`src/rtl/uart_pkg.sv`:
```
// Shared types and constants for the uart_trx transceiver.
// Optional even parity is enabled with UART_PARITY_EN.
package uart_pkg;

  localparam int DATA_BITS    = 8;
  localparam int BAUD_DIV_MIN = 4;

  typedef enum logic [2:0] {
    TX_IDLE,
    TX_START,
    TX_DATA,
    TX_PARITY,
    TX_STOP
  } tx_state_t;

  typedef enum logic [2:0] {
    RX_IDLE,
    RX_START,
    RX_DATA,
    RX_PARITY,
    RX_STOP
  } rx_state_t;

endpackage

```
`src/rtl/uart_trx_if.sv`:
```
// Byte-stream valid/ready bundle between the fabric and uart_trx.
// slave = transceiver side, master = fabric side.
interface uart_trx_if;
  import uart_pkg::*;

  logic [DATA_BITS-1:0] tx_data_i;
  logic                 tx_data_vld_i;
  logic                 tx_data_rdy_o;
  logic [DATA_BITS-1:0] rx_data_o;
  logic                 rx_data_vld_o;
  logic                 rx_data_rdy_i;

  modport slave (
    input  tx_data_i, tx_data_vld_i, rx_data_rdy_i,
    output tx_data_rdy_o, rx_data_o, rx_data_vld_o
  );

  modport master (
    output tx_data_i, tx_data_vld_i, rx_data_rdy_i,
    input  tx_data_rdy_o, rx_data_o, rx_data_vld_o
  );

endinterface

```
`src/rtl/uart_bit_timer.sv`:
```
// Loadable down-counter: tick_o pulses n_i cycles after load_i.
// A load in the tick cycle restarts the count (load wins).
module uart_bit_timer #(
  parameter int W = 32
) (
  input  logic         clk_i,
  input  logic         rst_i,
  input  logic         load_i,
  input  logic [W-1:0] n_i,
  output logic         tick_o
);

  logic [W-1:0] cnt_q, cnt_d;
  logic         run_q, run_d;

  assign tick_o = run_q & (cnt_q == '0);

  always_comb begin
    cnt_d = cnt_q;
    run_d = run_q;
    if (load_i) begin
      cnt_d = n_i - W'(1);
      run_d = 1'b1;
    end else if (run_q) begin
      if (cnt_q == '0) run_d = 1'b0;
      else cnt_d = cnt_q - W'(1);
    end
  end

  always_ff @(posedge clk_i) begin
    if (rst_i) begin
      cnt_q <= '0;
      run_q <= 1'b0;
    end else begin
      cnt_q <= cnt_d;
      run_q <= run_d;
    end
  end

endmodule

```
`src/rtl/uart_trx.sv`:
```
// Full-duplex UART transceiver, 8N1 (8E1 when UART_PARITY_EN).
// TX and RX share the runtime divider but run independently.
module uart_trx
  import uart_pkg::*;
#(
  parameter int BAUD_DIV_W  = 32,
  parameter int SYNC_STAGES = 2
) (
  input  logic                  clk_i,
  input  logic                  rst_i,
  input  logic [BAUD_DIV_W-1:0] baud_div_i,
  input  logic                  uart_rx_i,
  output logic                  uart_tx_o,
  uart_trx_if.slave             bus
);

  typedef logic [BAUD_DIV_W-1:0] div_t;

  div_t p_eff;
  assign p_eff = (baud_div_i < div_t'(BAUD_DIV_MIN))
               ? div_t'(BAUD_DIV_MIN) : baud_div_i;

  tx_state_t  tx_state_q, tx_state_d;
  logic [7:0] tx_shift_q, tx_shift_d;
  logic [2:0] tx_cnt_q, tx_cnt_d;
  div_t       tx_div_q, tx_div_d;
  logic       tx_line_q, tx_line_d;
  logic       tx_load, tx_tick;
  div_t       tx_ld_val;
`ifdef UART_PARITY_EN
  logic       tx_par_q, tx_par_d;
`endif

  uart_bit_timer #(.W(BAUD_DIV_W)) u_tx_tmr (
    .clk_i  (clk_i),
    .rst_i  (rst_i),
    .load_i (tx_load),
    .n_i    (tx_ld_val),
    .tick_o (tx_tick)
  );

  assign uart_tx_o         = tx_line_q;
  assign bus.tx_data_rdy_o = (tx_state_q == TX_IDLE);

  always_comb begin
    tx_state_d = tx_state_q;
    tx_shift_d = tx_shift_q;
    tx_cnt_d   = tx_cnt_q;
    tx_div_d   = tx_div_q;
    tx_load    = 1'b0;
    tx_ld_val  = tx_div_q;
`ifdef UART_PARITY_EN
    tx_par_d   = tx_par_q;
`endif
    unique case (tx_state_q)
      TX_IDLE: if (bus.tx_data_vld_i) begin
        tx_state_d = TX_START;
        tx_shift_d = bus.tx_data_i;
        tx_div_d   = p_eff;
        tx_load    = 1'b1;
        tx_ld_val  = p_eff;
`ifdef UART_PARITY_EN
        tx_par_d   = ^bus.tx_data_i;
`endif
      end
      TX_START: if (tx_tick) begin
        tx_state_d = TX_DATA;
        tx_cnt_d   = '0;
        tx_load    = 1'b1;
      end
      TX_DATA: if (tx_tick) begin
        tx_load = 1'b1;
        if (tx_cnt_q == 3'(DATA_BITS - 1)) begin
`ifdef UART_PARITY_EN
          tx_state_d = TX_PARITY;
`else
          tx_state_d = TX_STOP;
`endif
        end else begin
          tx_cnt_d   = tx_cnt_q + 3'd1;
          tx_shift_d = {1'b0, tx_shift_q[7:1]};
        end
      end
`ifdef UART_PARITY_EN
      TX_PARITY: if (tx_tick) begin
        tx_state_d = TX_STOP;
        tx_load    = 1'b1;
      end
`endif
      TX_STOP: if (tx_tick) tx_state_d = TX_IDLE;
      default: tx_state_d = TX_IDLE;
    endcase
    // line is registered from the next state so it never glitches
    tx_line_d = 1'b1;
    unique case (tx_state_d)
      TX_START:  tx_line_d = 1'b0;
      TX_DATA:   tx_line_d = tx_shift_d[0];
`ifdef UART_PARITY_EN
      TX_PARITY: tx_line_d = tx_par_d;
`endif
      default:   tx_line_d = 1'b1;
    endcase
  end

  always_ff @(posedge clk_i) begin
    if (rst_i) begin
      tx_state_q <= TX_IDLE;
      tx_shift_q <= '0;
      tx_cnt_q   <= '0;
      tx_div_q   <= div_t'(BAUD_DIV_MIN);
      tx_line_q  <= 1'b1;
`ifdef UART_PARITY_EN
      tx_par_q   <= 1'b0;
`endif
    end else begin
      tx_state_q <= tx_state_d;
      tx_shift_q <= tx_shift_d;
      tx_cnt_q   <= tx_cnt_d;
      tx_div_q   <= tx_div_d;
      tx_line_q  <= tx_line_d;
`ifdef UART_PARITY_EN
      tx_par_q   <= tx_par_d;
`endif
    end
  end

  logic [SYNC_STAGES-1:0] sync_q;
  logic       rx_s, rx_prev_q;
  rx_state_t  rx_state_q, rx_state_d;
  logic [7:0] rx_shift_q, rx_shift_d;
  logic [2:0] rx_cnt_q, rx_cnt_d;
  div_t       rx_div_q, rx_div_d;
  logic [7:0] rx_data_q, rx_data_d;
  logic       rx_vld_q, rx_vld_d;
  logic       rx_load, rx_tick, rx_new;
  div_t       rx_ld_val;
`ifdef UART_PARITY_EN
  logic       rx_par_ok_q, rx_par_ok_d;
`endif

  uart_bit_timer #(.W(BAUD_DIV_W)) u_rx_tmr (
    .clk_i  (clk_i),
    .rst_i  (rst_i),
    .load_i (rx_load),
    .n_i    (rx_ld_val),
    .tick_o (rx_tick)
  );

  assign rx_s              = sync_q[SYNC_STAGES-1];
  assign bus.rx_data_o     = rx_data_q;
  assign bus.rx_data_vld_o = rx_vld_q;

  always_comb begin
    rx_state_d = rx_state_q;
    rx_shift_d = rx_shift_q;
    rx_cnt_d   = rx_cnt_q;
    rx_div_d   = rx_div_q;
    rx_data_d  = rx_data_q;
    rx_load    = 1'b0;
    rx_ld_val  = rx_div_q;
    rx_new     = 1'b0;
`ifdef UART_PARITY_EN
    rx_par_ok_d = rx_par_ok_q;
`endif
    unique case (rx_state_q)
      RX_IDLE: if (rx_prev_q & ~rx_s) begin
        rx_state_d = RX_START;
        rx_div_d   = p_eff;
        rx_load    = 1'b1;
        rx_ld_val  = p_eff >> 1;
      end
      RX_START: if (rx_tick) begin
        if (rx_s) begin
          rx_state_d = RX_IDLE;
        end else begin
          rx_state_d = RX_DATA;
          rx_cnt_d   = '0;
          rx_load    = 1'b1;
        end
      end
      RX_DATA: if (rx_tick) begin
        rx_shift_d = {rx_s, rx_shift_q[7:1]};
        rx_load    = 1'b1;
        if (rx_cnt_q == 3'(DATA_BITS - 1)) begin
`ifdef UART_PARITY_EN
          rx_state_d = RX_PARITY;
`else
          rx_state_d = RX_STOP;
`endif
        end else begin
          rx_cnt_d = rx_cnt_q + 3'd1;
        end
      end
`ifdef UART_PARITY_EN
      RX_PARITY: if (rx_tick) begin
        rx_par_ok_d = ((^rx_shift_q) == rx_s);
        rx_state_d  = RX_STOP;
        rx_load     = 1'b1;
      end
`endif
      RX_STOP: if (rx_tick) begin
        rx_state_d = RX_IDLE;
`ifdef UART_PARITY_EN
        rx_new = rx_s & rx_par_ok_q;
`else
        rx_new = rx_s;
`endif
        if (rx_new) rx_data_d = rx_shift_q;
      end
      default: rx_state_d = RX_IDLE;
    endcase
    // a byte completing in the handshake cycle keeps vld high
    rx_vld_d = rx_vld_q & ~bus.rx_data_rdy_i;
    if (rx_new) rx_vld_d = 1'b1;
  end

  always_ff @(posedge clk_i) begin
    if (rst_i) begin
      sync_q     <= '1;
      rx_prev_q  <= 1'b1;
      rx_state_q <= RX_IDLE;
      rx_shift_q <= '0;
      rx_cnt_q   <= '0;
      rx_div_q   <= div_t'(BAUD_DIV_MIN);
      rx_data_q  <= '0;
      rx_vld_q   <= 1'b0;
`ifdef UART_PARITY_EN
      rx_par_ok_q <= 1'b0;
`endif
    end else begin
      sync_q     <= {sync_q[SYNC_STAGES-2:0], uart_rx_i};
      rx_prev_q  <= rx_s;
      rx_state_q <= rx_state_d;
      rx_shift_q <= rx_shift_d;
      rx_cnt_q   <= rx_cnt_d;
      rx_div_q   <= rx_div_d;
      rx_data_q  <= rx_data_d;
      rx_vld_q   <= rx_vld_d;
`ifdef UART_PARITY_EN
      rx_par_ok_q <= rx_par_ok_d;
`endif
    end
  end

endmodule

```
`src/flat_wrapper.sv`:
```
// flat-port wrapper written by rule: the top's interface ports become plain ports
module uart_trx_flat import uart_pkg::*;
#(
  parameter int BAUD_DIV_W  = 32,
  parameter int SYNC_STAGES = 2
)
  (clk_i, rst_i, baud_div_i, uart_rx_i, uart_tx_o, bus_tx_data_i, bus_tx_data_vld_i, bus_rx_data_rdy_i, bus_tx_data_rdy_o, bus_rx_data_o, bus_rx_data_vld_o);
  uart_trx_if bus_i ();
  input  logic clk_i;
  input  logic rst_i;
  input  logic [BAUD_DIV_W-1:0] baud_div_i;
  input  logic uart_rx_i;
  output logic uart_tx_o;
  input wire logic [$bits(bus_i.tx_data_i)-1:0] bus_tx_data_i;
  input wire logic [$bits(bus_i.tx_data_vld_i)-1:0] bus_tx_data_vld_i;
  input wire logic [$bits(bus_i.rx_data_rdy_i)-1:0] bus_rx_data_rdy_i;
  output wire logic [$bits(bus_i.tx_data_rdy_o)-1:0] bus_tx_data_rdy_o;
  output wire logic [$bits(bus_i.rx_data_o)-1:0] bus_rx_data_o;
  output wire logic [$bits(bus_i.rx_data_vld_o)-1:0] bus_rx_data_vld_o;
  assign bus_i.tx_data_i = bus_tx_data_i;
  assign bus_i.tx_data_vld_i = bus_tx_data_vld_i;
  assign bus_i.rx_data_rdy_i = bus_rx_data_rdy_i;
  assign bus_tx_data_rdy_o = bus_i.tx_data_rdy_o;
  assign bus_rx_data_o = bus_i.rx_data_o;
  assign bus_rx_data_vld_o = bus_i.rx_data_vld_o;
  uart_trx #(.BAUD_DIV_W(BAUD_DIV_W), .SYNC_STAGES(SYNC_STAGES)) u_core (.clk_i(clk_i), .rst_i(rst_i), .baud_div_i(baud_div_i), .uart_rx_i(uart_rx_i), .uart_tx_o(uart_tx_o), .bus(bus_i));
endmodule
```
`config.mk`:
```
export PLATFORM = sky130hd
export DESIGN_NAME = uart_trx_flat
export DESIGN_NICKNAME = d
export VERILOG_FILES = /design/src/rtl/uart_pkg.sv /design/src/rtl/uart_trx_if.sv /design/src/rtl/uart_bit_timer.sv /design/src/rtl/uart_trx.sv /design/src/flat_wrapper.sv
export SDC_FILE = /design/constraint.sdc
export NUM_CORES = 1
export LEC_CHECK = 0
export BUFFER_PORTS_ARGS = -buffer_cell sky130_fd_sc_hd__buf_4
export CORE_AREA = 5 5 141 143
export CTS_CLUSTER_SIZE = 14
export DETAILED_ROUTE_END_ITERATION = 10
export DIE_AREA = 0 0 146 148
export PLACE_DENSITY = 0.7
export SLEW_MARGIN = 20
export SYNTH_ARGS = -nofsm -noshare
export SYNTH_HDL_FRONTEND = slang
export SYNTH_SLANG_ARGS = --single-unit
export TNS_END_PERCENT = 30
```
`constraint.sdc`:
```
create_clock -name clk_i -period 5.4 [get_ports clk_i]
set_clock_uncertainty 0.15 [all_clocks]
set_input_delay 1.08 -clock clk_i [delete_from_list [all_inputs] [get_ports clk_i]]
set_output_delay 1.08 -clock clk_i [all_outputs]
set_load 0.02 [all_outputs]
```
* Word level (Yosys, flattened, before mapping)
Cells that the tools add are included.
** Operators by class
- Div/mod/pow operators :: 0
- Multipliers :: 0
- Reductions and logical operators :: 19
- Shifts and indexed selects :: 0
- Bitwise operators :: 6
- Equality and inequality tests :: 23
- $lt $le $gt $ge :: 1
- Add/subtract/negate cells :: 6
- Multiplexer cells :: 55
** Operators by type and width (count)
- $mux W32 :: 11
- $sub A32 B1 Y32 const B :: 4
- $logic_not A32 Y1 :: 2
- $mux W3 :: 17
- $lt A32 B3 Y1 const B :: 1
- $mux W8 :: 3
- $pmux W3 S4 :: 2
- $ne A2 B1 Y1 const B :: 9
- $pmux W8 S2 :: 1
- $mux W1 :: 15
- $eq A3 B3 Y1 const B :: 4
- $pmux W3 S2 :: 2
- $reduce_and A5 Y1 :: 2
- $reduce_bool A2 Y1 :: 5
- $eq A3 B1 Y1 const B :: 3
- $eq A3 B2 Y1 const B :: 3
- $ne A2 B2 Y1 const B :: 4
- $reduce_and A2 Y1 :: 4
- $reduce_and A4 Y1 :: 2
- $add A3 B1 Y3 const B :: 2
- $logic_not A3 Y1 :: 2
- $and A1 B1 Y1 :: 4
- $pmux W1 S2 :: 2
- $pmux W1 S3 :: 1
- 4 further kinds :: 5
** Word-level totals
- Latch bits :: 0
- Bits in registers :: 171
- Input port bits :: 45
- Memories :: 0
- Bits in read-only memories :: 0
- Output and inout port bits :: 11
- Bits in writable memories :: 0
- Logic and storage cells :: 128

* Longest topological paths before layout
- Depth after elaboration :: 6
- Gate-level depth with buffers :: 19

* By module
From an unflattened synthesis, not the netlist that was laid out.
** Second synthesis, totals
- Cell total of the unflattened synthesis :: 1182
- Area, all modules :: 9868.2 um2
** By module, submodules not included
- uart_bit_timer :: cells an instance 348, area an instance 2720.1 um2, instances 2, sequential area each 660.6 um2
- uart_trx :: cells an instance 486, area an instance 4428.0 um2, instances 1, sequential area each 2102.0 um2

* Least setup slack after synthesis
No wires, ideal clock.
- Path kind :: input-to-reg
- From :: in bus_tx_data_vld_i
- To :: reg u_core.u_tx_tmr.cnt_q[26]
- Data arrival time :: 4.812 ns
- Stages :: 18
- Path slack :: 0.353 ns
- Setup time :: 0.086 ns
- Cell sequence :: or4b_1 buf_2 buf_2 buf_1 buf_1 clkbuf_1 a21oi_1 nand2_1 o21ai_0 ha_1 nand2_1 nor3_1 nand2_1 a2bb2oi_1 nor3_1 o21ai_0 xnor2_1 a211oi_1
** Between the ends
- Longest elaborated chain between the ends :: 4
- Elaborated cells between the ends (all ways) :: 9
- Those cells by class :: add/sub (1); eq/ne (1); mux (5); reduce/logical (2)
** RTL lines
- start: declaration :: RTL line flat_wrapper.sv:15 : input wire logic [$bits(bus_i.tx_data_vld_i)-1:0] bus_tx_data_vld_i;
- $mux W32 or $mux W1 (tied branches) :: RTL line uart_trx.sv:56 : TX_IDLE: if (bus.tx_data_vld_i) begin
- $mux W32 or $pmux W1 S2 (tied branches) :: RTL line uart_trx.sv:55 : unique case (tx_state_q)
- $sub A32 B1 Y32 (tied with other cells) :: RTL line uart_bit_timer.sv:22 : cnt_d = n_i - W'(1);
- $mux W32 or $reduce_and A2 Y1 (tied branches)
- end signal: assignment :: RTL line uart_bit_timer.sv:35 : cnt_q <= cnt_d;
- end: declaration :: RTL line uart_bit_timer.sv:13 : logic [W-1:0] cnt_q, cnt_d;
Several ways; a longest one is shown, not always the timed one.
A chain may end at the register's enable or synchronous reset.

* Worst setup path after layout
- From :: in baud_div_i[12]
- To :: reg u_core.u_tx_tmr.cnt_q[14]
** Between the ends
- Longest elaborated chain between the ends :: 6
** RTL lines
- start: declaration :: RTL line flat_wrapper.sv:11 : input logic [BAUD_DIV_W-1:0] baud_div_i;
- $lt A32 B3 Y1 :: RTL line uart_trx.sv:20 : assign p_eff = (baud_div_i < div_t'(BAUD_DIV_MIN))
- $mux W32 (*) :: RTL line uart_trx.sv:21 : ? div_t'(BAUD_DIV_MIN) : baud_div_i;
- $mux W32 (*) :: RTL line uart_trx.sv:56
- $mux W32 (*) :: RTL line uart_trx.sv:55
- $sub A32 B1 Y32 (*) :: RTL line uart_bit_timer.sv:22
- $mux W32 (*) :: RTL line uart_bit_timer.sv:21 : if (load_i) begin
Mark *: on every way between the ends. The rest lies on a longest branch, timed or not.

==> impl_metrics.tcl <==
set metrics [dict create \
    track_usage_pct 25.2 \
    ys_ff_latch 171 \
    vias 9525 \
    setup_viol 0 \
    grt_pass1_wl_um 45600 \
    fp.dieH_um 148 \
    clock_sinks 171 \
    post_cts_buffers 0 \
    routabilityCongestion 0.920 \
    dieArea_um2 21600 \
    h-tree-depth 4 \
    period_share_pct 87.5 \
    power.leakage_nw 4.11 \
    worstMarginPinSlew_ns 1.00 \
    antenna_found_initial 0 \
    min_period_ns 4.73 \
    ys_async_sr_fraction_pct 0 \
    drc 0 \
    crit_top_cell "nand2_1" \
    synth_cell_type_count 75 \
    worstPathArrival_ns 4.87 \
    clock_latency_ns 0.44 \
    yosysSeqAreaShare_pct 35.9 \
    viasPerCell 6.23 \
    reg2reg_slack_ns 1.30 \
    slew_headroom_pct 33.1 \
    synth_area_leaders "dfxtp_1 (36%), a21oi_1 (7.6%), nand2_1 (6.7%)" \
    dieWidth_um 146 \
    synth_edf_count 0 \
    cp-end-kind "flip-flop" \
    area_growth_pct 13.8 \
    utilization_pct 58.7 \
    clockRootBuffer "clkbuf_16" \
    crit_fanout 5 \
    ys_top_cells_by_count "dfxtp_1 (171), nand2_1 (171), nor2_1 (163), a21oi_1 (145), o21ai_0 (70)" \
    synth_ff_type "dfxtp_1" \
    drive_above_1_share_pct 12.1 \
    fmax_ghz 0.212 \
    path_class "in -> reg" \
    rows 50 \
    cp_data_required_time_ns 5.55 \
    cts_resized 0 \
    dpl.hpwl_um 19200 \
    drtIter0Drc 1138 \
    n_fill_cell 1697 \
    yosys.area.top_type "dfxtp_1" \
    syn_area_per_cell_um2 7.59 \
    coreArea_um2 18500 \
    finalWirelength_um 27600 \
    first_global_vias 8811 \
    grt_overflow 0 \
    dr.pass1.iters 6 \
    cts.clk_slew.worst_paths_ns 0.07 \
    initial_core_util_pct 51.6 \
    netlist_area_um2 9530 \
    power_density_nw_per_um2 343 \
    wl_per_cell_um 18.0 \
    peakVddDrop_mv 0.231 \
    rsz0062_at_grt "no" \
    grt_max_degree 66 \
    yosysTopAreaCellShare_pct 35.9 \
    drv_slew 0 \
    cp_cell_sequence "buf_4 -> or4_1 -> nor4_1 -> buf_4 -> nor3b_1 -> nand2_1 -> and3_1 -> a21oi_1 -> nand2_1 -> o21ai_0 -> ha_1 -> nand2_1 -> nor3_1 -> nand2_1 -> a2bb2oi_1 -> nor2_1 -> buf_4 -> nor3_1 -> a221oi_1 -> nor2_1" \
    hold_class "reg -> reg" \
    syn_nets 1306 \
    nets 1334 \
    syn_inst 1255 \
    cts-buffers-inserted 17 \
    ios 56 \
    ys_warn_count 0 \
    holdBufCountCts 0 \
    hold_viol 0 \
    cts_tree "done" \
    tns_ns 0 \
    maxCapViolations 0 \
    critPathLaunchType "input port" \
    crit_path_top_delay_cell "or4_1" \
    io_buffer_count 55 \
    antenna_left 0 \
    clockBufferDepth 2 \
    critPathMaxStageDelay_ns 0.55 \
    num_antenna_cells 0 \
    status "finished, final reports clean" \
]
## layer usage
layer	up-vias	GRT usage, %	routed length (um)
met5	-	0	0
met4	0	8.89	620
met3	56	3.00	1490
met2	298	40.6	12900
met1	4530	35.0	12500
li1	4641	-	-
## power by group
| part | total, mW | internal (mW) | switching, mW |
|---|---|---|---|
| registers | 1.44 | 1.35 | 0.0892 |
| logic | 0.934 | 0.367 | 0.566 |
| clock network | 1.35 | 0.783 | 0.562 |
## cell usage in the layout (no fill, tap or decap), types with 6 or more instances in the layout
master | netlist | final
nand2b_1 | 6 | 6
nor3_1 | 50 | 49
inv_1 | 7 | 7
mux2i_1 | 44 | 44
a22oi_1 | 10 | 10
and2_1 | 9 | 9
nand3_1 | 32 | 32
clkbuf_16 | 0 | 17
xor2_1 | 13 | 13
o21ai_0 | 70 | 70
a2bb2oi_1 | 6 | 6
o31ai_1 | 15 | 15
ha_1 | 6 | 6
and3_1 | 7 | 7
or3_1 | 15 | 15
nand2_1 | 171 | 171
nor2_1 | 163 | 161
o21a_1 | 9 | 9
a21oi_1 | 145 | 145
a211oi_1 | 40 | 40
a31oi_1 | 14 | 14
nand4_1 | 14 | 14
nor4_1 | 18 | 17
or2_2 | 7 | 7
a211o_1 | 7 | 7
buf_4 | 0 | 91
o211ai_1 | 9 | 9
xnor2_1 | 17 | 17
dfxtp_1 | 171 | 171
## cell families after synthesis
| group | count (synthesis) | share of synthesized area [%] |
|---|---|---|
| adders and majority gates | 6 | 0.788 |
| muxes | 49 | 5.33 |
| and+or+nand+nor | 532 | 26.4 |
| AOI/OAI and AO/OA | 378 | 25.0 |
| buffers and inverters | 89 | 3.74 |
| xor gates and xnor gates | 30 | 2.76 |
| DFF | 171 | 35.9 |
## worst max-delay path, delay by kind of cell
family | cells | cell delay (ns)
buffers and inverters | 3 | 0.50
adder cells (fa/ha/maj) | 1 | 0.23
AND/OR/NAND/NOR | 12 | 2.32
AO/OA/AOI/OAI | 4 | 0.72
## stage by stage
stage                     instances  instance area, um^2  hold slack, ns  total power [mW]  setup slack [ns]
after CTS                      1530                10800           0.271              3.72             0.709
after global routing           1530                10800           0.282              3.89             0.244
after detailed placement       1498                10200           0.254              2.38             0.286
final                          1530                10800           0.267              3.72             0.673
after global placement         1498                10200           0.245              2.37             0.298
after floorplan                1255                 9530           0.239              2.11             0.353
## layout make-up
class	instances	area, um^2	share of cell area, %
multi-input combinational	995	5780	53.3
sequential	171	3420	31.6
tap	234	293	2.70
inverter	7	26.3	0.242
clock buffer	17	425	3.92
timing repair buffer	91	683	6.30
clock inverter	15	213	1.96
## path summary, 6_finish.rpt
path / from / endpoint / depth (start not counted)
worst max register to register: u_core.u_tx_tmr.cnt_q[24] / u_core.u_tx_tmr.cnt_q[14] / 16
worst max-delay path: baud_div_i[12] / u_core.u_tx_tmr.cnt_q[14] / 20
worst min register to register: u_core.sync_q[0] / u_core.sync_q[1] / 1
worst min-delay path: u_core.sync_q[0] / u_core.sync_q[1] / 1
## registers in the layout, indices dropped and copies added (netlist names)
register,cells
u_core.u_rx_tmr.run_q,1
u_core.sync_q,2
u_core.tx_state_q,3
u_core.rx_shift_q,8
u_core.bus.rx_data_o,8
u_core.tx_cnt_q,3
u_core.tx_shift_q,8
u_core.rx_state_q,3
u_core.rx_prev_q,1
u_core.u_tx_tmr.run_q,1
u_core.u_tx_tmr.cnt_q,32
u_core.tx_div_q,32
u_core.uart_tx_o,1
u_core.bus.rx_data_vld_o,1
u_core.rx_cnt_q,3
u_core.rx_div_q,32
u_core.u_rx_tmr.cnt_q,32
Note: power is estimated with default switching activity, not from simulation.
